$ cat config.mk
export PLATFORM = sky130hd
export DESIGN_NAME = byte_normalizer
export DESIGN_NICKNAME = d
export VERILOG_FILES = /design/src/rtl/byte_normalizer_pkg.sv /design/src/rtl/byte_normalizer_lzc8.sv /design/src/rtl/byte_normalizer.sv
export SDC_FILE = /design/constraint.sdc
export NUM_CORES = 1
export LEC_CHECK = 0
export BUFFER_PORTS_ARGS = -buffer_cell sky130_fd_sc_hd__buf_4
export CELL_PAD_IN_SITES_DETAIL_PLACEMENT = 1
export CELL_PAD_IN_SITES_GLOBAL_PLACEMENT = 1
export CORE_ASPECT_RATIO = 1.75
export CORE_MARGIN = 5
export CORE_UTILIZATION = 47
export DETAILED_ROUTE_END_ITERATION = 7
export GPL_TIMING_DRIVEN = 0
export PLACE_DENSITY_LB_ADDON = 0.12
export SKIP_CTS_REPAIR_TIMING = 1
export SLEW_MARGIN = 20
export SYNTH_ARGS = -nofsm -noshare
export SYNTH_HDL_FRONTEND = slang
export SYNTH_SLANG_ARGS = --single-unit
export TNS_END_PERCENT = 30
$ cat constraint.sdc
create_clock -name clk -period 6.46 [get_ports clk]
set_clock_uncertainty 0.2 [all_clocks]
set_input_delay 0.969 -clock clk [delete_from_list [all_inputs] [get_ports clk]]
set_output_delay 0.969 -clock clk [all_outputs]
set_load 0.02 [all_outputs]
$ cat src/rtl/byte_normalizer_pkg.sv
// Shared types and helpers for the byte-stepped left normalizer.
package byte_normalizer_pkg;

  // Bits scanned per SHIFT cycle.
  localparam int BYTE_W = 8;

  typedef enum logic [1:0] {
    IDLE  = 2'd0,
    SHIFT = 2'd1,
    DONE  = 2'd2
  } state_e;

  // Bits needed to hold a shift amount of 0..w inclusive.
  function automatic int shamt_width(input int w);
    return $clog2(w + 1);
  endfunction

endpackage

$ cat src/rtl/byte_normalizer_lzc8.sv
// 8-bit leading-zero counter: returns 0..8 (8 when the byte is all zeros).
module byte_normalizer_lzc8 (
  input  logic [7:0] val_i,
  output logic [3:0] cnt_o
);

  // Scan upward so the highest set bit wins.
  always_comb begin
    cnt_o = 4'd8;
    for (int i = 0; i < 8; i++) begin
      if (val_i[i]) cnt_o = 4'(7 - i);
    end
  end

endmodule

$ cat src/rtl/byte_normalizer.sv
// Sequential left normalizer: skips one all-zero byte per cycle, then
// finishes with a sub-byte shift taken from the top-byte leading-zero count.
module byte_normalizer
  import byte_normalizer_pkg::*;
#(
  parameter int WIDTH   = 32,
  parameter int SHAMT_W = shamt_width(WIDTH)
) (
  input  logic               clk,
  input  logic               rst_n,
  input  logic               flush,
  input  logic               in_valid,
  output logic               in_ready,
  input  logic [WIDTH-1:0]   in_data,
  output logic               out_valid,
  input  logic               out_ready,
  output logic [WIDTH-1:0]   out_data,
  output logic [SHAMT_W-1:0] out_shamt,
  output logic               out_zero
);

  localparam int NBYTES = WIDTH / BYTE_W;
  localparam int BL_W   = $clog2(NBYTES + 1);

  state_e             state_q;
  logic [WIDTH-1:0]   work_q;
  logic [SHAMT_W-1:0] count_q;
  logic [BL_W-1:0]    bytes_left_q;
  logic               out_valid_q;
  logic [WIDTH-1:0]   out_data_q;
  logic [SHAMT_W-1:0] out_shamt_q;
  logic               out_zero_q;

  logic [3:0]         lz;
  logic [WIDTH-1:0]   norm_d;
  logic [SHAMT_W-1:0] shamt_d;

  byte_normalizer_lzc8 u_lzc8 (
    .val_i (work_q[WIDTH-1 -: BYTE_W]),
    .cnt_o (lz)
  );

  // Final sub-byte shift and total count, only used when the top byte is non-zero.
  assign norm_d  = work_q << lz[2:0];
  assign shamt_d = count_q + SHAMT_W'(lz);

  // Control FSM with registered result outputs; flush overrides any handshake.
  always_ff @(posedge clk or negedge rst_n) begin
    if (!rst_n) begin
      state_q      <= IDLE;
      work_q       <= '0;
      count_q      <= '0;
      bytes_left_q <= '0;
      out_valid_q  <= 1'b0;
      out_data_q   <= '0;
      out_shamt_q  <= '0;
      out_zero_q   <= 1'b0;
    end else if (flush) begin
      state_q     <= IDLE;
      out_valid_q <= 1'b0;
    end else begin
      case (state_q)
        IDLE: begin
          if (in_valid) begin
            work_q       <= in_data;
            count_q      <= '0;
            bytes_left_q <= BL_W'(NBYTES);
            state_q      <= SHIFT;
          end
        end
        SHIFT: begin
          if (lz == 4'd8) begin
            if (bytes_left_q > BL_W'(1)) begin
              work_q       <= work_q << BYTE_W;
              count_q      <= count_q + SHAMT_W'(BYTE_W);
              bytes_left_q <= bytes_left_q - BL_W'(1);
            end else begin
              // Last byte scanned and still zero: the whole operand was zero.
              out_data_q  <= '0;
              out_shamt_q <= SHAMT_W'(WIDTH);
              out_zero_q  <= 1'b1;
              out_valid_q <= 1'b1;
              state_q     <= DONE;
            end
          end else begin
            out_data_q  <= norm_d;
            out_shamt_q <= shamt_d;
            out_zero_q  <= 1'b0;
            out_valid_q <= 1'b1;
            state_q     <= DONE;
          end
        end
        DONE: begin
          if (out_ready) begin
            out_valid_q <= 1'b0;
            state_q     <= IDLE;
          end
        end
        default: state_q <= IDLE;
      endcase
    end
  end

  assign in_ready  = (state_q == IDLE);
  assign out_valid = out_valid_q;
  assign out_data  = out_data_q;
  assign out_shamt = out_shamt_q;
  assign out_zero  = out_zero_q;

endmodule

==> metrics <==
status completed; Leak 2.47 nW; Final Hold Vio Count 0; Hold Crit Class reg2reg; Mapped Area 4420 um2; Synthesized Nets 493; CTS clock-pin slew for the worst setup and hold paths 0.06 ns; CP arrival 3.21 ns; layout cell share with drive strength beyond 1 23.1%; asr flop ratio synth 100%; Hold Path Depth 2; I/O Buffers 76; Clock Tree Buf Depth 2; kind of end point of the critical path flip-flop; Top Ports 78; Filler Cells Inserted 1,041; Worst R2R End out_data[15]; GP Congestion 0.917; CTS tree yes; Clk Latency, worst-skew pair 0.34 ns; r2r startpoint state_q[0]; initial core utilization 48.3%; setup TNS 0 ns; endpoints failing setup 0; Post-synth EDFFs 0; Ys Warns 0; First-pass DRT Iterations 4; nature of the critical path startpoint input pin; via count 3,977; final slew viol count 0; Antenna Nets Post-Route 0; Crit path required time 6.54 ns; largest net degree at the start of global routing 81; Max Cap Viol 0; RSZ-0062 raised after global routing false; clk root buf clkbuf_16; Hold EP out_data[0]; CP Class in2reg; syn avg cell area 9.79 um2; CP peak stage delay 0.89 ns; Inserted Clock Buffers 9; worst slew pin tran 1.09 ns; Max Clk Rate 319 MHz; global-route wire length before repair 22,000 um; Core Util, Final 59.6%; initial antenna violation count 0; Seq. cell area 2000 um2; most frequent cells in the layout buf_4 (82), dfrtp_1 (80), nand2_1 (71), mux2i_1 (44), nor2_1 (42); Die Height 138 um; Slew headroom 27.1%; synthesized instance count 451; Worst VDD drop 187 uV; number of synthesized register bits 80; area growth from synthesis to layout 23.5%; grt ovf 0; Critical Path Fanout Max 10; overall routing resource usage 23.8%; drt drc 0; die width 83.3 um; area share of the leading cell type in the synthesized netlist 45.3%; crit share post-route 48.5%; Top FF cell, synth dfrtp_1; CP max-delay cell nor3_1; synth unique cells 55; Register-to-Register Path Depth 7; commonest non-fill, non-tap cell in the layout buf_4; die area 11,500 um2; Most Frequent Cell on Critical Path buf_2; register area share after synthesis 45.3%; WL/cell 20.5 um; synth top area cells dfrtp_1 (45%), mux2i_1 (10%), nand2_1 (6.0%), a221o_1 (5.9%), nor2_1 (3.6%); H-tree depth 3; Starting DRT DRC Count 226; vias per cell 6.01; antenna cells 0; cell taking the most area after synthesis dfrtp_1; DP HPWL 10,300 um; TritonCTS Sinks 80; pwr dens 388 nW/um2; vias in the first global route 4,177; area of the multi-input gates 2170 um2; core area 9150 um2; Hold Path Origin out_data[0]; critical-path cell list buf_2, nor3_1, nand2_1, buf_2, o22ai_1, a221o_1; r2r setup slk 3.41 ns; Net count, final 580; detailed-route wire length 13,500 um; Final min period 3.13 ns; number of core rows 46
-- where the power goes --
part | total [W] | leakage (nW) | internal [W] | switching (W)
logic | 0.000826 | 1.35 | 0.000369 | 0.000457
clock network | 0.000520 | 0.154 | 0.000327 | 0.000193
registers | 0.000773 | 0.971 | 0.000641 | 0.000132
total | 0.00212 | 2.47 | 0.00134 | 0.000782
-- cell usage after synthesis (2+ instances only) --
library cell	number
a21oi_1	13
and2_1	3
buf_12	2
o21ai_0	13
buf_4	7
a31oi_1	25
nor3_1	3
a211oi_1	2
nand3_1	3
dfrtp_1	80
clkbuf_1	11
nand2b_1	6
nand3b_1	3
mux2i_1	44
a22o_1	13
nor2_1	42
a221o_1	26
inv_1	11
ha_1	5
buf_2	11
xor2_1	4
nand2_1	71
nor4_2	2
a211o_1	2
o22ai_1	18
or2_1	2
-- worst max-delay path, delay by kind of cell --
family	cells	cell delay (ns)
buffers and inverters	2	0.49
AND/OR/NAND/NOR	2	1.37
AO/OA/AOI/OAI	2	0.38
-- sequential cells by signal, indices dropped and copies added, names as in the netlist --
name / flops
out_zero: 1
out_data: 32
work_q: 32
out_valid: 1
bytes_left_q: 3
state_q: 2
out_shamt: 6
count_q: 3
-- layer usage --
layer / vias up / part of all wire (%) / GRT usage, %
li1: 1829 / - / -
met1: 1996 / 39 / 27.2
met2: 116 / 53 / 43.3
met3: 36 / 4.3 / 2.85
met4: 0 / 3.7 / 11.1
met5: - / 0 / 0
-- worst max-delay path by stage --
stage	start	to	slack (ns)	cells after the start
6_report	flush	out_data[15]	3.33	6
5_1_grt	flush	out_data[15]	3.28	6
4_1_cts	flush	out_data[15]	3.42	6
3_3_place_gp	flush	out_data[14]	3.13	6
2_1_floorplan	flush	out_data[13]	3.88	6
3_5_place_dp	flush	out_data[15]	3.11	6
-- cells by family (layout without fill, tap and decap cells) --
group                    count (synthesis)  in the layout  synth area share [%]
AND/OR/NAND/NOR                        146            146                  15.6
AO/OA/AOI/OAI                          124            124                  20.7
flip-flops                              80             80                  45.3
multiplexers                            45             45                  10.3
buffers and inverters                   45            136                  5.69
adder cells (fa/ha/maj)                  5              5                  1.42
XOR/XNOR                                 5              5                 0.991
other                                    1              1                0.0849
-- layout make-up --
| cell class | count | area share, % |
|---|---|---|
| clock inverter | 3 | 0.734 |
| multi-input combinational | 326 | 39.8 |
| clock buffer | 12 | 4.88 |
| inverter | 13 | 0.940 |
| tap | 120 | 2.75 |
| sequential | 80 | 36.7 |
| buffer | 32 | 3.67 |
| timing repair buffer | 76 | 10.5 |
-- metrics by stage --
| step | worst slack [ns] | power (W) | hold WS, ns | std cells | area, um2 |
|---|---|---|---|---|---|
| detailed placement | 3.11 | 0.00160 | 0.274 | 647 | 5140 |
| global route | 3.28 | 0.00222 | 0.328 | 662 | 5460 |
| finish | 3.33 | 0.00212 | 0.282 | 662 | 5460 |
| floorplan | 3.88 | 0.00127 | 0.291 | 451 | 4420 |
| global placement | 3.13 | 0.00156 | 0.261 | 647 | 5140 |
| CTS | 3.42 | 0.00212 | 0.290 | 662 | 5440 |
Note: power is estimated with default switching activity, not from simulation.
